$ cat src/rtl/uart_pkg.sv
// Shared definitions for the oversampling UART receive path.
package uart_pkg;

    // Parity modes; the fourth encoding also means no parity.
    localparam logic [1:0] PAR_NONE = 2'd0;
    localparam logic [1:0] PAR_EVEN = 2'd1;
    localparam logic [1:0] PAR_ODD  = 2'd2;

    // Oversampling: 16 ticks per bit, majority of samples 7/8/9.
    localparam int         OS_RATE  = 16;
    localparam logic [3:0] SMP_A    = 4'd7;
    localparam logic [3:0] SMP_B    = 4'd8;
    localparam logic [3:0] SMP_C    = 4'd9;
    localparam logic [3:0] SMP_LAST = 4'(OS_RATE - 1);

    typedef enum logic [2:0] {
        ST_IDLE,
        ST_START,
        ST_DATA,
        ST_PARITY,
        ST_STOP1,
        ST_STOP2
    } rx_state_t;

    // Two-of-three vote across the mid-bit samples.
    function automatic logic maj3(input logic a, input logic b, input logic c);
        return (a & b) | (a & c) | (b & c);
    endfunction

endpackage

$ cat src/rtl/uart_rx_fifo.sv
// First-word fall-through receive FIFO; drops pushes when full unless a pop frees a slot.
module uart_rx_fifo #(
    parameter int WIDTH = 11,
    parameter int DEPTH = 8
) (
    input  logic                   clk,
    input  logic                   rst,
    input  logic                   push,
    input  logic [WIDTH-1:0]       push_data,
    input  logic                   pop,
    output logic                   head_valid,
    output logic [WIDTH-1:0]       head_data,
    output logic [$clog2(DEPTH):0] count,
    output logic                   drop
);
    localparam int AW = $clog2(DEPTH);

    logic [WIDTH-1:0] mem [DEPTH];
    logic [AW-1:0]    wr_ptr;
    logic [AW-1:0]    rd_ptr;
    logic             full;
    logic             pop_ok;
    logic             push_ok;

    assign head_valid = (count != '0);
    assign full       = (count == (AW + 1)'(DEPTH));
    assign pop_ok     = pop && head_valid;
    assign push_ok    = push && (!full || pop_ok);
    assign drop       = push && full && !pop_ok;
    // Head reads as zero while empty so stale storage never shows.
    assign head_data  = head_valid ? mem[rd_ptr] : '0;

    // Storage write; contents need no reset since occupancy gates visibility.
    always_ff @(posedge clk) begin
        if (push_ok) begin
            mem[wr_ptr] <= push_data;
        end
    end

    // Pointers and occupancy; pointers wrap naturally at power-of-two depth.
    always_ff @(posedge clk) begin
        if (rst) begin
            wr_ptr <= '0;
            rd_ptr <= '0;
            count  <= '0;
        end else begin
            if (push_ok) wr_ptr <= wr_ptr + AW'(1);
            if (pop_ok)  rd_ptr <= rd_ptr + AW'(1);
            count <= count + (AW + 1)'(push_ok) - (AW + 1)'(pop_ok);
        end
    end

endmodule

$ cat src/rtl/uart_rx_os.sv
// 16x oversampling UART receiver with runtime framing and a flagged receive FIFO.
module uart_rx_os
    import uart_pkg::*;
#(
    parameter int DATA_BITS  = 8,
    parameter int DIV_W      = 16,
    parameter int FIFO_DEPTH = 8
) (
    input  logic                          clk,
    input  logic                          rst,
    input  logic                          rx_en,
    input  logic                          rx,
    input  logic [DIV_W-1:0]              divisor,
    input  logic [3:0]                    data_len,
    input  logic [1:0]                    parity_mode,
    input  logic                          two_stop,
    output logic                          out_valid,
    input  logic                          out_ready,
    output logic [DATA_BITS-1:0]          out_data,
    output logic                          out_perr,
    output logic                          out_ferr,
    output logic                          out_brk,
    output logic [$clog2(FIFO_DEPTH):0]   fifo_count,
    output logic                          busy,
    output logic                          overrun
);
    localparam int         FW      = DATA_BITS + 3;
    localparam logic [3:0] LEN_MIN = 4'd5;
    localparam logic [3:0] LEN_MAX = 4'(DATA_BITS);

    // Out-of-range lengths fall back to the widest supported frame.
    function automatic logic [3:0] clamp_len(input logic [3:0] dl);
        if (dl < LEN_MIN || dl > LEN_MAX) return LEN_MAX;
        return dl;
    endfunction

    logic                 rx_p0, rxs, rxs_d;
    rx_state_t            state, state_d;
    logic [DIV_W-1:0]     div_eff, presc;
    logic [3:0]           s_cnt, bit_cnt, len_q;
    logic [1:0]           par_q;
    logic                 two_q, par_en;
    logic [DATA_BITS-1:0] shreg;
    logic                 perr_q, ferr_q, zero_q;
    logic                 v7, v8, bit_val;
    logic                 tick, smp_res, bit_end, start_det;
    logic                 push, fifo_drop;
    logic [FW-1:0]        push_word, head_word;

    assign div_eff   = (divisor == '0) ? DIV_W'(1) : divisor;
    assign tick      = (state != ST_IDLE) && (presc >= div_eff - DIV_W'(1));
    assign smp_res   = tick && (s_cnt == SMP_C);
    assign bit_end   = tick && (s_cnt == SMP_LAST);
    assign start_det = rx_en && rxs_d && !rxs;
    assign bit_val   = maj3(v7, v8, rxs);
    assign par_en    = (par_q == PAR_EVEN) || (par_q == PAR_ODD);
    assign busy      = (state != ST_IDLE);
    // Final stop bit folds straight into the pushed flags.
    assign push_word = {shreg, perr_q, ferr_q | ~bit_val, zero_q & ~bit_val};

    // ---- stage: 2-flop synchroniser and edge history, idle-high ----
    always_ff @(posedge clk) begin
        if (rst) begin
            rx_p0 <= 1'b1;
            rxs   <= 1'b1;
            rxs_d <= 1'b1;
        end else begin
            rx_p0 <= rx;
            rxs   <= rx_p0;
            rxs_d <= rxs;
        end
    end

    // ---- stage: frame FSM state register ----
    always_ff @(posedge clk) begin
        if (rst) state <= ST_IDLE;
        else     state <= state_d;
    end

    // Next-state decode; push fires on the resolving tick of the last stop bit.
    always_comb begin
        state_d = state;
        push    = 1'b0;
        case (state)
            ST_IDLE:   if (start_det) state_d = ST_START;
            ST_START: begin
                if (smp_res && bit_val) state_d = ST_IDLE;
                else if (bit_end)       state_d = ST_DATA;
            end
            ST_DATA:   if (bit_end && bit_cnt == len_q - 4'd1) state_d = par_en ? ST_PARITY : ST_STOP1;
            ST_PARITY: if (bit_end) state_d = ST_STOP1;
            ST_STOP1: begin
                if (!two_q && smp_res) begin
                    push    = 1'b1;
                    state_d = ST_IDLE;
                end else if (two_q && bit_end) begin
                    state_d = ST_STOP2;
                end
            end
            ST_STOP2: begin
                if (smp_res) begin
                    push    = 1'b1;
                    state_d = ST_IDLE;
                end
            end
            default:   state_d = ST_IDLE;
        endcase
    end

    // Prescaler, sample index, frame config latch and error flags.
    always_ff @(posedge clk) begin
        if (rst) begin
            presc   <= '0;
            s_cnt   <= '0;
            bit_cnt <= '0;
            len_q   <= '0;
            par_q   <= '0;
            two_q   <= 1'b0;
            perr_q  <= 1'b0;
            ferr_q  <= 1'b0;
            zero_q  <= 1'b0;
            overrun <= 1'b0;
        end else begin
            overrun <= fifo_drop;
            if (state == ST_IDLE) begin
                presc <= '0;
                s_cnt <= '0;
                if (start_det) begin
                    len_q   <= clamp_len(data_len);
                    par_q   <= parity_mode;
                    two_q   <= two_stop;
                    bit_cnt <= '0;
                    perr_q  <= 1'b0;
                    ferr_q  <= 1'b0;
                    zero_q  <= 1'b1;
                end
            end else begin
                presc <= tick ? '0 : presc + DIV_W'(1);
                if (tick) s_cnt <= s_cnt + 4'd1;
                if (smp_res) begin
                    zero_q <= zero_q & ~bit_val;
                    if (state == ST_PARITY)
                        perr_q <= bit_val != ((^shreg) ^ (par_q == PAR_ODD));
                    if (state == ST_STOP1 || state == ST_STOP2)
                        ferr_q <= ferr_q | ~bit_val;
                end
                if (bit_end && state == ST_DATA) bit_cnt <= bit_cnt + 4'd1;
            end
        end
    end

    // ---- stage: mid-bit samples and data shift register (no reset) ----
    always_ff @(posedge clk) begin
        if (state == ST_IDLE) begin
            shreg <= '0;
        end else begin
            if (tick && s_cnt == SMP_A) v7 <= rxs;
            if (tick && s_cnt == SMP_B) v8 <= rxs;
            if (smp_res && state == ST_DATA)
                shreg <= shreg | (DATA_BITS'(bit_val) << bit_cnt);
        end
    end

    uart_rx_fifo #(
        .WIDTH (FW),
        .DEPTH (FIFO_DEPTH)
    ) u_fifo (
        .clk        (clk),
        .rst        (rst),
        .push       (push),
        .push_data  (push_word),
        .pop        (out_ready),
        .head_valid (out_valid),
        .head_data  (head_word),
        .count      (fifo_count),
        .drop       (fifo_drop)
    );

    assign {out_data, out_perr, out_ferr, out_brk} = head_word;

endmodule

$ cat config.mk
export PLATFORM = sky130hd
export DESIGN_NAME = uart_rx_os
export DESIGN_NICKNAME = d
export VERILOG_FILES = /design/src/rtl/uart_pkg.sv /design/src/rtl/uart_rx_fifo.sv /design/src/rtl/uart_rx_os.sv
export SDC_FILE = /design/constraint.sdc
export NUM_CORES = 1
export LEC_CHECK = 0
export ABC_AREA = 1
export CAP_MARGIN = 0
export CELL_PAD_IN_SITES_DETAIL_PLACEMENT = 1
export CELL_PAD_IN_SITES_GLOBAL_PLACEMENT = 2
export CORE_MARGIN = 2
export CORE_UTILIZATION = 41
export CTS_CLUSTER_DIAMETER = 100
export CTS_CLUSTER_SIZE = 30
export DETAILED_ROUTE_END_ITERATION = 12
export MAX_ROUTING_LAYER = met4
export PLACE_DENSITY = 0.87
export SLEW_MARGIN = 10
export SYNTH_ARGS = -nofsm -noshare
export SYNTH_HDL_FRONTEND = slang
export SYNTH_SLANG_ARGS = --single-unit
$ cat constraint.sdc
create_clock -name clk -period 7.9 [get_ports clk]
set_input_delay 0.79 -clock clk [delete_from_list [all_inputs] [get_ports clk]]
set_output_delay 0.79 -clock clk [all_outputs]
set_load 0.03 [all_outputs]
# Word-level counts from Yosys, hierarchy flattened
# Memories as Yosys holds them, arrays and structs flattened. A register that Yosys moved wholly into a read port is not among the register bits.
# Index checks and enable logic that the tools add are counted.
[op_classes]
order_cmp = 3
bitwise = 11
div = 0
multipliers = 0
reduce_logical = 44
shifts = 1
mux = 38
n_addsub = 9
eq_ne = 20
[ops]
columns = ["op", "n"]
rows = [
  ["3-bit 2-to-1 mux", 11],
  ["4-bit 2-to-1 mux", 5],
  ["1-bit 2-to-1 mux", 18],
  ["3-bit one-hot mux with 6 select lines", 1],
  ["1-bit logical AND", 17],
  ["16-bit by 1-bit adder with 16-bit output, second input constant", 1],
  ["4-bit equality test, second input constant", 4],
  ["16-bit >= comparator", 1],
  ["16-bit zero test", 1],
  ["16-bit 2-to-1 mux", 1],
  ["16-bit by 1-bit subtractor with 16-bit output, second input constant", 1],
  ["11-bit 2-to-1 mux", 1],
  ["2-bit AND reduction", 5],
  ["4-bit by 1-bit adder with 4-bit output, second input constant", 2],
  ["2-bit != test, second input constant", 4],
  ["8-bit bitwise OR", 1],
  ["2-bit nonzero test", 4],
  ["8-bit parity", 1],
  ["1-bit by 4-bit left shift with 8-bit output", 1],
  ["3-bit by 1-bit adder with 3-bit output, second input constant", 2],
  ["3-bit by 2-bit equality test with 1-bit output, second input constant", 2],
  ["3-bit equality test, second input constant", 2],
  ["3-bit != test, second input constant", 2],
  ["3-bit AND reduction", 2],
  ["24 further kinds", 36],
]
[word_totals]
word_cells = 147
input_bits = 28
output_inout_bits = 18
rom_bits = 0
mem_bits_rw = 88
latch_bits = 0
memories = 1
regBits = 61
[memory_table]
columns = ["memory", "depth", "width", "rd", "rd_ports_with_merged_regs", "wr", "line", "text"]
rows = [
  ["u_fifo.mem", 8, 11, 1, 1, 1, "uart_rx_fifo.sv:18", "logic [WIDTH-1:0] mem [DEPTH];"],
]

# Depth between registers and ports, before layout
# Gate-level depths: netlist of run 1.
[logic_depth]
word_depth = 12
ltp_mapped = 27
depth_no_buf = 27

# Hierarchy
# A second synthesis of run 1 with hierarchy kept.
[hier_totals]
cells_unflattened = 855
area_unflattened_um2 = 7526.0
[modules_own_cells]
columns = ["mod", "area_each_um2", "seq_area_each_um2", "cells_each", "n_inst"]
rows = [
  ["uart_rx_fifo", 4330.4, 2902.8, 431, 1],
  ["uart_rx_os", 3195.6, 1041.0, 424, 1],
]

# Least setup slack after synthesis of run 1
# OpenSTA, ideal clock, no wires.
[synth_path]
path_kind = "input to register"
start = "input divisor[8]"
end = "memory u_fifo.mem[4][0] (enable)"
setup_ps = 408
cell_stages = 22
setup_slack_ps = 2947
arrival_ps = 4545
required_time_ps = 7492
path_buffers = 0
cell_sequence = "inv_1 > nand2_1 > nor3_1 > nand3_1 > nor2_1 > nor2_1 > ha_1 > nand3_1 > nor4_1 > nand3_1 > nor2_1 > xor2_1 > inv_1 > ha_1 > nand2_1 > nor3_2 > nand2_2 > nand2_4 > nand3_4 > nor3_4 > nand3_2 > nor4_1"
[synth_via]
elab_chain_cells = 12
elab_cells_between_ends = 13
classes_between = "add/sub: 1; order compare: 1; mux: 6; reduce/logical: 5"
[synth_rtl]
columns = ["element", "line", "text"]
rows = [
  ["start: declaration", "uart_rx_os.sv:13", "input logic [DIV_W-1:0] divisor,"],
  ["16-bit zero test", "uart_rx_os.sv:50", "assign div_eff = (divisor == '0) ? DIV_W'(1) : divisor;"],
  ["16-bit 2-to-1 mux *", "uart_rx_os.sv:50", ""],
  ["16-bit by 1-bit subtractor with 16-bit output *", "uart_rx_os.sv:51", "assign tick = (state != ST_IDLE) && (presc >= div_eff - DIV_W'(1));"],
  ["16-bit >= comparator *", "uart_rx_os.sv:51", ""],
  ["1-bit logical AND *", "uart_rx_os.sv:51", ""],
  ["1-bit logical AND *", "uart_rx_os.sv:52", "assign smp_res = tick && (s_cnt == SMP_C);"],
  ["1-bit logical AND", "uart_rx_os.sv:93", "if (!two_q && smp_res) begin"],
  ["1-bit 2-to-1 mux", "uart_rx_os.sv:93", ""],
  ["1-bit one-hot mux with 2 select lines *", "uart_rx_os.sv:84", "case (state)"],
  ["1-bit logical AND *", "uart_rx_fifo.sv:28", "assign push_ok = push && (!full || pop_ok);"],
  ["1-bit 2-to-1 mux *", "uart_rx_fifo.sv:35", "if (push_ok) begin"],
  ["1-bit 2-to-1 mux (not written as such) *", "uart_rx_fifo.sv:36", "mem[wr_ptr] <= push_data;"],
  ["end: declaration", "uart_rx_fifo.sv:18", ""],
]
# Mark *: on every way between the ends. The rest lies on a longest branch, timed or not.

# Final worst setup path of run 1
[layout_path]
start = "input divisor[4]"
end = "memory u_fifo.mem[1][8] (enable)"
[layout_via]
elab_chain_cells = 12
elab_cells_between_ends = 13
classes_between = "add/sub: 1; order compare: 1; mux: 6; reduce/logical: 5"
[layout_rtl]
columns = ["element", "line", "text"]
rows = [
  ["16-bit zero test", "uart_rx_os.sv:50", ""],
  ["16-bit 2-to-1 mux *", "uart_rx_os.sv:50", ""],
  ["16-bit by 1-bit subtractor with 16-bit output *", "uart_rx_os.sv:51", ""],
  ["16-bit >= comparator *", "uart_rx_os.sv:51", ""],
  ["1-bit logical AND *", "uart_rx_os.sv:51", ""],
  ["1-bit logical AND *", "uart_rx_os.sv:52", ""],
  ["1-bit logical AND", "uart_rx_os.sv:93", ""],
  ["1-bit 2-to-1 mux", "uart_rx_os.sv:93", ""],
  ["1-bit one-hot mux with 2 select lines *", "uart_rx_os.sv:84", ""],
  ["1-bit logical AND *", "uart_rx_fifo.sv:28", ""],
  ["net u_fifo.push_ok", "uart_rx_fifo.sv:23", "logic push_ok;"],
  ["1-bit 2-to-1 mux *", "uart_rx_fifo.sv:35", ""],
  ["1-bit 2-to-1 mux (not written as such) *", "uart_rx_fifo.sv:36", ""],
]
# Mark *: on every way through the listed nets, which the timed path passes. The rest lies on a longest branch.

==> results of run 1 <==
-- stage by stage --
stage          total power [mW]  cells  setup WS, ns  utilization  instance area [um2]
6_report                  2.472   1033         2.445       0.4920                 8451
5_1_grt                   2.605   1033         1.870       0.4920                 8451
4_1_cts                   2.497   1033         2.425       0.4915                 8442
3_5_place_dp              1.670   1001         1.975       0.4558                 7829
3_3_place_gp              1.637   1001         2.205       0.4558                 7829
2_1_floorplan             1.412    754         2.947            -                 7171
-- per-layer routing --
layer	part of all wire	wire length [um]	vias to the layer above
met2	0.54	9754	77
met3	0.032	582	23
met1	0.42	7679	2630
met5	0	0	-
li1	-	-	2673
met4	0.012	214	0
-- cell type report --
| class | count | area [um2] |
|---|---|---|
| fillers | 1969 | 8726 |
| well taps | 225 | 281.5 |
| inverters | 66 | 247.7 |
| clock buffers | 22 | 506.7 |
| multi-input cells | 510 | 2892 |
| flip-flops and latches | 152 | 3944 |
| repair buffers | 48 | 473.0 |
| clock inverters | 10 | 106.4 |
-- cells in the final DEF (no fill, tap or decap), drive strengths merged --
| cell type | n |
|---|---|
| o22a | 1 |
| clkinv | 5 |
| o31ai | 2 |
| nor2 | 152 |
| o21ai | 73 |
| o21a | 5 |
| o22ai | 11 |
| xor2 | 20 |
| clkdlybuf4s50 | 45 |
| a211oi | 3 |
| buf | 3 |
| nor3 | 19 |
| or2 | 5 |
| o211ai | 1 |
| ha | 32 |
| inv | 69 |
| xnor2 | 16 |
| nand2 | 66 |
| edfxtp | 90 |
| and3 | 2 |
| nor4 | 3 |
| nor3b | 5 |
| a21o | 2 |
| dfxtp | 62 |
| fa | 1 |
| clkbuf | 22 |
| a31oi | 19 |
| a21oi | 35 |
| nand3 | 28 |
| o211a | 1 |
| clkinvlp | 1 |
| nand4 | 8 |
| bufinv | 1 |
-- worst max-delay path, stage by stage --
cell	delay, ns
clkdlybuf4s50_1	0.53
nor2_1	0.08
nand2_1	0.09
nor3_1	0.05
nand3_1	0.08
nor2_1	0.08
nor2_1	0.15
ha_1	0.24
nand3_1	0.14
nor4_1	0.43
nand3_1	0.17
nor2_1	0.15
xor2_1	0.16
inv_1	0.06
ha_1	0.27
nand2_1	0.08
o21ai_0	0.16
a21oi_1	0.11
nand2_4	0.16
nand3_4	0.11
nor3_4	0.18
nand3_2	0.18
inv_2	0.16
nand2_2	0.12
nor2_1	0.76
-- path summary, 6_finish.rpt --
check | to | slack, ns | startpoint | depth (start not counted)
worst max-delay path | u_fifo.mem[1][8]$_DFFE_PP_ | 2.44 | divisor[4] | 25
worst min register to register | rxs$_SDFF_PP1_ | 0.42 | rx_p0$_SDFF_PP1_ | 1
worst max register to register | u_fifo.mem[1][8]$_DFFE_PP_ | 4.66 | presc[0]$_SDFF_PP0_ | 16
worst min-delay path | rxs$_SDFF_PP1_ | 0.42 | rx_p0$_SDFF_PP1_ | 1
-- power breakdown --
part	switching [mW]	internal, mW
clock network	0.333	0.494
registers	0.0330	0.864
logic	0.496	0.252
total	0.862	1.61
-- kinds of logic (layout without fill, tap and decap cells) --
| kind of cell | count (synthesis) | in the layout | share of synthesized area |
|---|---|---|---|
| simple gates | 288 | 288 | 0.1808 |
| compound gates | 153 | 153 | 0.1178 |
| flops | 152 | 152 | 0.5500 |
| buf+inv | 92 | 146 | 0.04886 |
| xor+xnor | 36 | 36 | 0.04397 |
| fa+ha+maj | 33 | 33 | 0.05863 |
-- sequential cells by signal (all words and copies together), names as in the netlist, 2 cells and up, named ones only --
name           flops
u_fifo.mem        88
presc             16
shreg              8
bit_cnt            4
len_q              4
s_cnt              4
u_fifo.count       4
state              3
u_fifo.rd_ptr      3
u_fifo.wr_ptr      3
par_q              2
==> flow_summary.toml, run 1 <==
[setup_path]
required_ns = 7.95
crit_type = "input pin to flip-flop"
end_kind = "flip-flop"
crit_path_max_fanout = 11
critPathLaunchType = "input pin"
cp.arrival_ns = 5.51

[global_routing]
first_global_vias = 5725
use_met1 = 0.2403
use_met3 = 0.03617
grt_overflow = 0
top_usage_layer = "met2"
track_usage = 0.2146
grt_pass1_wl_um = 29360
grt_start_max_net_pins = 46
antenna_found_initial = 0
grtUsageMet2 = 0.3869

[clock_tree]
numClockSinks = 152
cts_root_buf = "clkbuf_16"
numCtsBuffers = 17
cts_setup_buffers = 0
path_clk_slew_ns = 0.06
tritoncts = "built"
clock_path_buffers = 2
ctsHtreeMaxLevel = 4
clk_latency_ns = 0.43
hold_buffers = 0
cts-resized-gates = 0

[floorplan]
initial_core_util = 0.4175
die_y_um = 136.2
row_count = 48
io_pins = 46
coreArea_um2 = 17180
die-area_um2 = 18560
die_x_um = 136.2

[detailed_routing]
drt_wl_total_um = 18230
drt_first_pass_iters = 4
drcViolationCount = 0
vias = 5403
wl_per_cell_um = 17.65
drt_iter0_drc = 214
via_per_inst = 5.230
detail-route-antenna-nets = 0

[final_layout]
area_growth_pct = 17.85
diodes = 0
final_nets = 856
drive_above_1_share = 0.07426

[yosys]
synth.most_common_cell = "nor2_1"
syn_area_per_cell_um2 = 9.510
synthTopCellsByCount = "nor2_1, edfxtp_1, o21ai_0"
synth_edf_count = 90
ys.warnings.count = 0
yosysSeqAreaShare = 0.5500
synth-seq-cells = 152
netlist_instances = 754
netlist_area_um2 = 7171
synth_top_area_cell = "edfxtp_1"
synthDistinctLibCells = 41
synthFlopType = "edfxtp_1"
yosys-top-cells-area = "edfxtp_1, dfxtp_1, nor2_1"
async_flop_share = 0
synth_fp_nets = 815
yosys.area.top_type_share = 0.3769

[status]
outcome = "finished, final reports clean"

[sta]
final-setup-viol-count = 0
fmax_mhz = 183.3
rsz0062_at_grt = "false"
final.setup.tns_ns = 0
worst_hold_slack_ns = 0.4187
finalHoldViolations = 0
skew_ns = 0.01026
fin_crit_ns = 5.455
slew_headroom = 0.2295
report.final.slew_viol_count = 0
period_share = 0.6906
worstMarginPinSlew_ns = 1.155

[power_and_ir_drop]
power_density_nw_per_um2 = 292.5
leakagePower_nw = 3.253
peakVddDrop_uv = 176.7

[placement]
portBuffers = 45
gp_congestion = 0.8083
hpwl_um = 12930

[run]
cap_violations = 0

[hold_path]
hp-class = "flip-flop to flip-flop"
No activity file was read; power rests on OpenSTA's default activity.
==> run 2: changes to the inputs <==
--- a/config.mk
+++ b/config.mk
@@ -10,12 +10,12 @@
 export CELL_PAD_IN_SITES_DETAIL_PLACEMENT = 1
 export CELL_PAD_IN_SITES_GLOBAL_PLACEMENT = 2
 export CORE_MARGIN = 2
-export CORE_UTILIZATION = 41
+export CORE_UTILIZATION = 38
 export CTS_CLUSTER_DIAMETER = 100
 export CTS_CLUSTER_SIZE = 30
 export DETAILED_ROUTE_END_ITERATION = 12
 export MAX_ROUTING_LAYER = met4
-export PLACE_DENSITY = 0.87
+export PLACE_DENSITY = 0.82
 export SLEW_MARGIN = 10
 export SYNTH_ARGS = -nofsm -noshare
 export SYNTH_HDL_FRONTEND = slang
==> constraint.sdc (replaced) <==
create_clock -name clk -period 5.3 [get_ports clk]
set_input_delay 0.53 -clock clk [delete_from_list [all_inputs] [get_ports clk]]
set_output_delay 0.53 -clock clk [all_outputs]
set_load 0.03 [all_outputs]
==> flow_summary.toml, run 2 (synthesis results as in run 1) <==
[hold_path]
worstHoldPathCells = 1
worstHoldStart = "rx_p0$_SDFF_PP1_"
hold_path_end = "rxs$_SDFF_PP1_"
hp-class = "flip-flop to flip-flop"

[detailed_routing]
drt_first_pass_iters = 4
vias = 5422
wl_per_cell_um = 16.18
drt_wl_total_um = 16990
via_per_inst = 5.164
drcViolationCount = 0
detail-route-antenna-nets = 0
drt_iter0_drc = 177

[sta]
fin_crit_ns = 4.810
rsz0062_at_grt = "false"
slew_headroom = 0.2619
skew_ns = 0.007074
setup_ws_ns = 0.4902
final.setup.tns_ns = 0
final-setup-viol-count = 0
finalHoldViolations = 0
fmax_mhz = 207.9
worstMarginPinSlew_ns = 1.100
report.final.slew_viol_count = 0
period_share = 0.9075

[setup_path]
required_ns = 5.60
critPathLaunchType = "input pin"
reg2reg_depth = 10
r2r_setup_slack_ns = 2.49
crit_type = "input pin to flip-flop"
crit_path_max_fanout = 9
r2r-end = "u_fifo.count[2]$_SDFF_PP0_"
cp.arrival_ns = 5.11
end_kind = "flip-flop"
crit_start = "divisor[4]"
r2r_start = "state[0]$_SDFFE_PP0P_"

[global_routing]
track_usage = 0.1839
grt_pass1_wl_um = 28460
grt_overflow = 0
grt_start_max_net_pins = 46
first_global_vias = 5776
antenna_found_initial = 0

[final_layout]
final_common_cell = "nor2_1"
top_regs = "u_fifo.mem x88, presc x16, shreg x8"
regArea_um2 = 3944
multi_input_area_um2 = 2883
fill_cells = 2069
finalNonFillerCells = 1050
final_nets = 864
top_register = "u_fifo.mem"
diodes = 0
largest_reg_flops = 88
drive_above_1_share = 0.08088
area_growth_pct = 18.71
layout_common_cells = "nor2_1, edfxtp_1, o21ai_0"

[power_and_ir_drop]
leakagePower_nw = 3.288
power_density_nw_per_um2 = 424.9
peakVddDrop_uv = 270.7

[floorplan]
die_y_um = 141.4
die-area_um2 = 19990
initial_core_util = 0.3859
row_count = 50
coreArea_um2 = 18580
die_x_um = 141.4
io_pins = 46

[placement]
place_ws_ns = 0.01386
dp.cells = 1018
hpwl_um = 12230
portBuffers = 45
gp_congestion = 0.8373

[clock_tree]
numCtsBuffers = 17
cts_setup_buffers = 0
cts-resized-gates = 0
ctsHtreeMaxLevel = 4
tritoncts = "built"
hold_buffers = 0
clk_latency_ns = 0.42
path_clk_slew_ns = 0.06
numClockSinks = 152
cts_root_buf = "clkbuf_16"
clock_path_buffers = 2

[run]
cap_violations = 0

[status]
outcome = "finished, final reports clean"
==> run 2: where the power goes <==
| part | switching [mW] | internal, mW |
|---|---|---|
| clock network | 0.471 | 0.706 |
| logic | 0.709 | 0.373 |
| registers | 0.0701 | 1.29 |
| total | 1.25 | 2.37 |
==> run 2: per-layer routing <==
| layer | global-route usage | vias to the layer above | wire length, um |
|---|---|---|---|
| met2 | 0.3099 | 64 | 8341 |
| met1 | 0.2279 | 2656 | 8049 |
| li1 | - | 2685 | - |
| met3 | 0.03611 | 17 | 404 |
| met5 | - | - | 0 |
| met4 | 0.04789 | 0 | 192 |
==> run 2: critical path, cell delays in order <==
cell,delay [ns]
clkdlybuf4s50_1,0.53
nor2_1,0.08
nand2_1,0.09
nor3_1,0.06
nand3_1,0.10
nor2_1,0.09
nor2_1,0.15
ha_1,0.25
nand3_1,0.15
nor4_1,0.39
nand3_1,0.16
nor2_1,0.15
xor2_1,0.16
inv_1,0.06
ha_1,0.26
nand2_1,0.11
o21ai_0,0.10
a21oi_1,0.33
nand2_4,0.15
nand3_4,0.12
nor3_4,0.06
nand3_2,0.13
inv_2,0.08
ha_1,0.23
fa_1,0.39
xnor2_1,0.15
nor2_1,0.05
==> run 2: how the worst max path moves through the flow <==
stage / end / slack, ns / cells past startpoint
2_1_floorplan: u_fifo.mem[4][0]$_DFFE_PP_ / 0.61 / 22
3_3_place_gp: u_fifo.count[2]$_SDFF_PP0_ / 0.36 / 27
3_5_place_dp: u_fifo.count[2]$_SDFF_PP0_ / 0.01 / 27
4_1_cts: u_fifo.count[2]$_SDFF_PP0_ / 0.43 / 27
5_1_grt: u_fifo.count[2]$_SDFF_PP0_ / 0.02 / 27
6_report: u_fifo.count[2]$_SDFF_PP0_ / 0.49 / 27
==> run 2: area by class of cell <==
cell class              count  area share
inverters                  66     0.02910
clock buffers              21     0.05292
well taps                 234     0.03440
multi-input cells         510      0.3387
clock inverters            11     0.01455
repair buffers             56     0.06703
flip-flops and latches    152      0.4633
==> run 2: metrics by stage <==
stage | hold WS (ns) | utilization | instance area, um2 | power [mW]
6_report | 0.4246 | 0.4581 | 8512 | 3.617
5_1_grt | 0.4460 | 0.4581 | 8512 | 3.827
4_1_cts | 0.4362 | 0.4581 | 8512 | 3.652
3_5_place_dp | 0.4167 | 0.4272 | 7938 | 2.471
3_3_place_gp | 0.3990 | 0.4272 | 7938 | 2.438
2_1_floorplan | 0.3895 | - | 7171 | 2.104
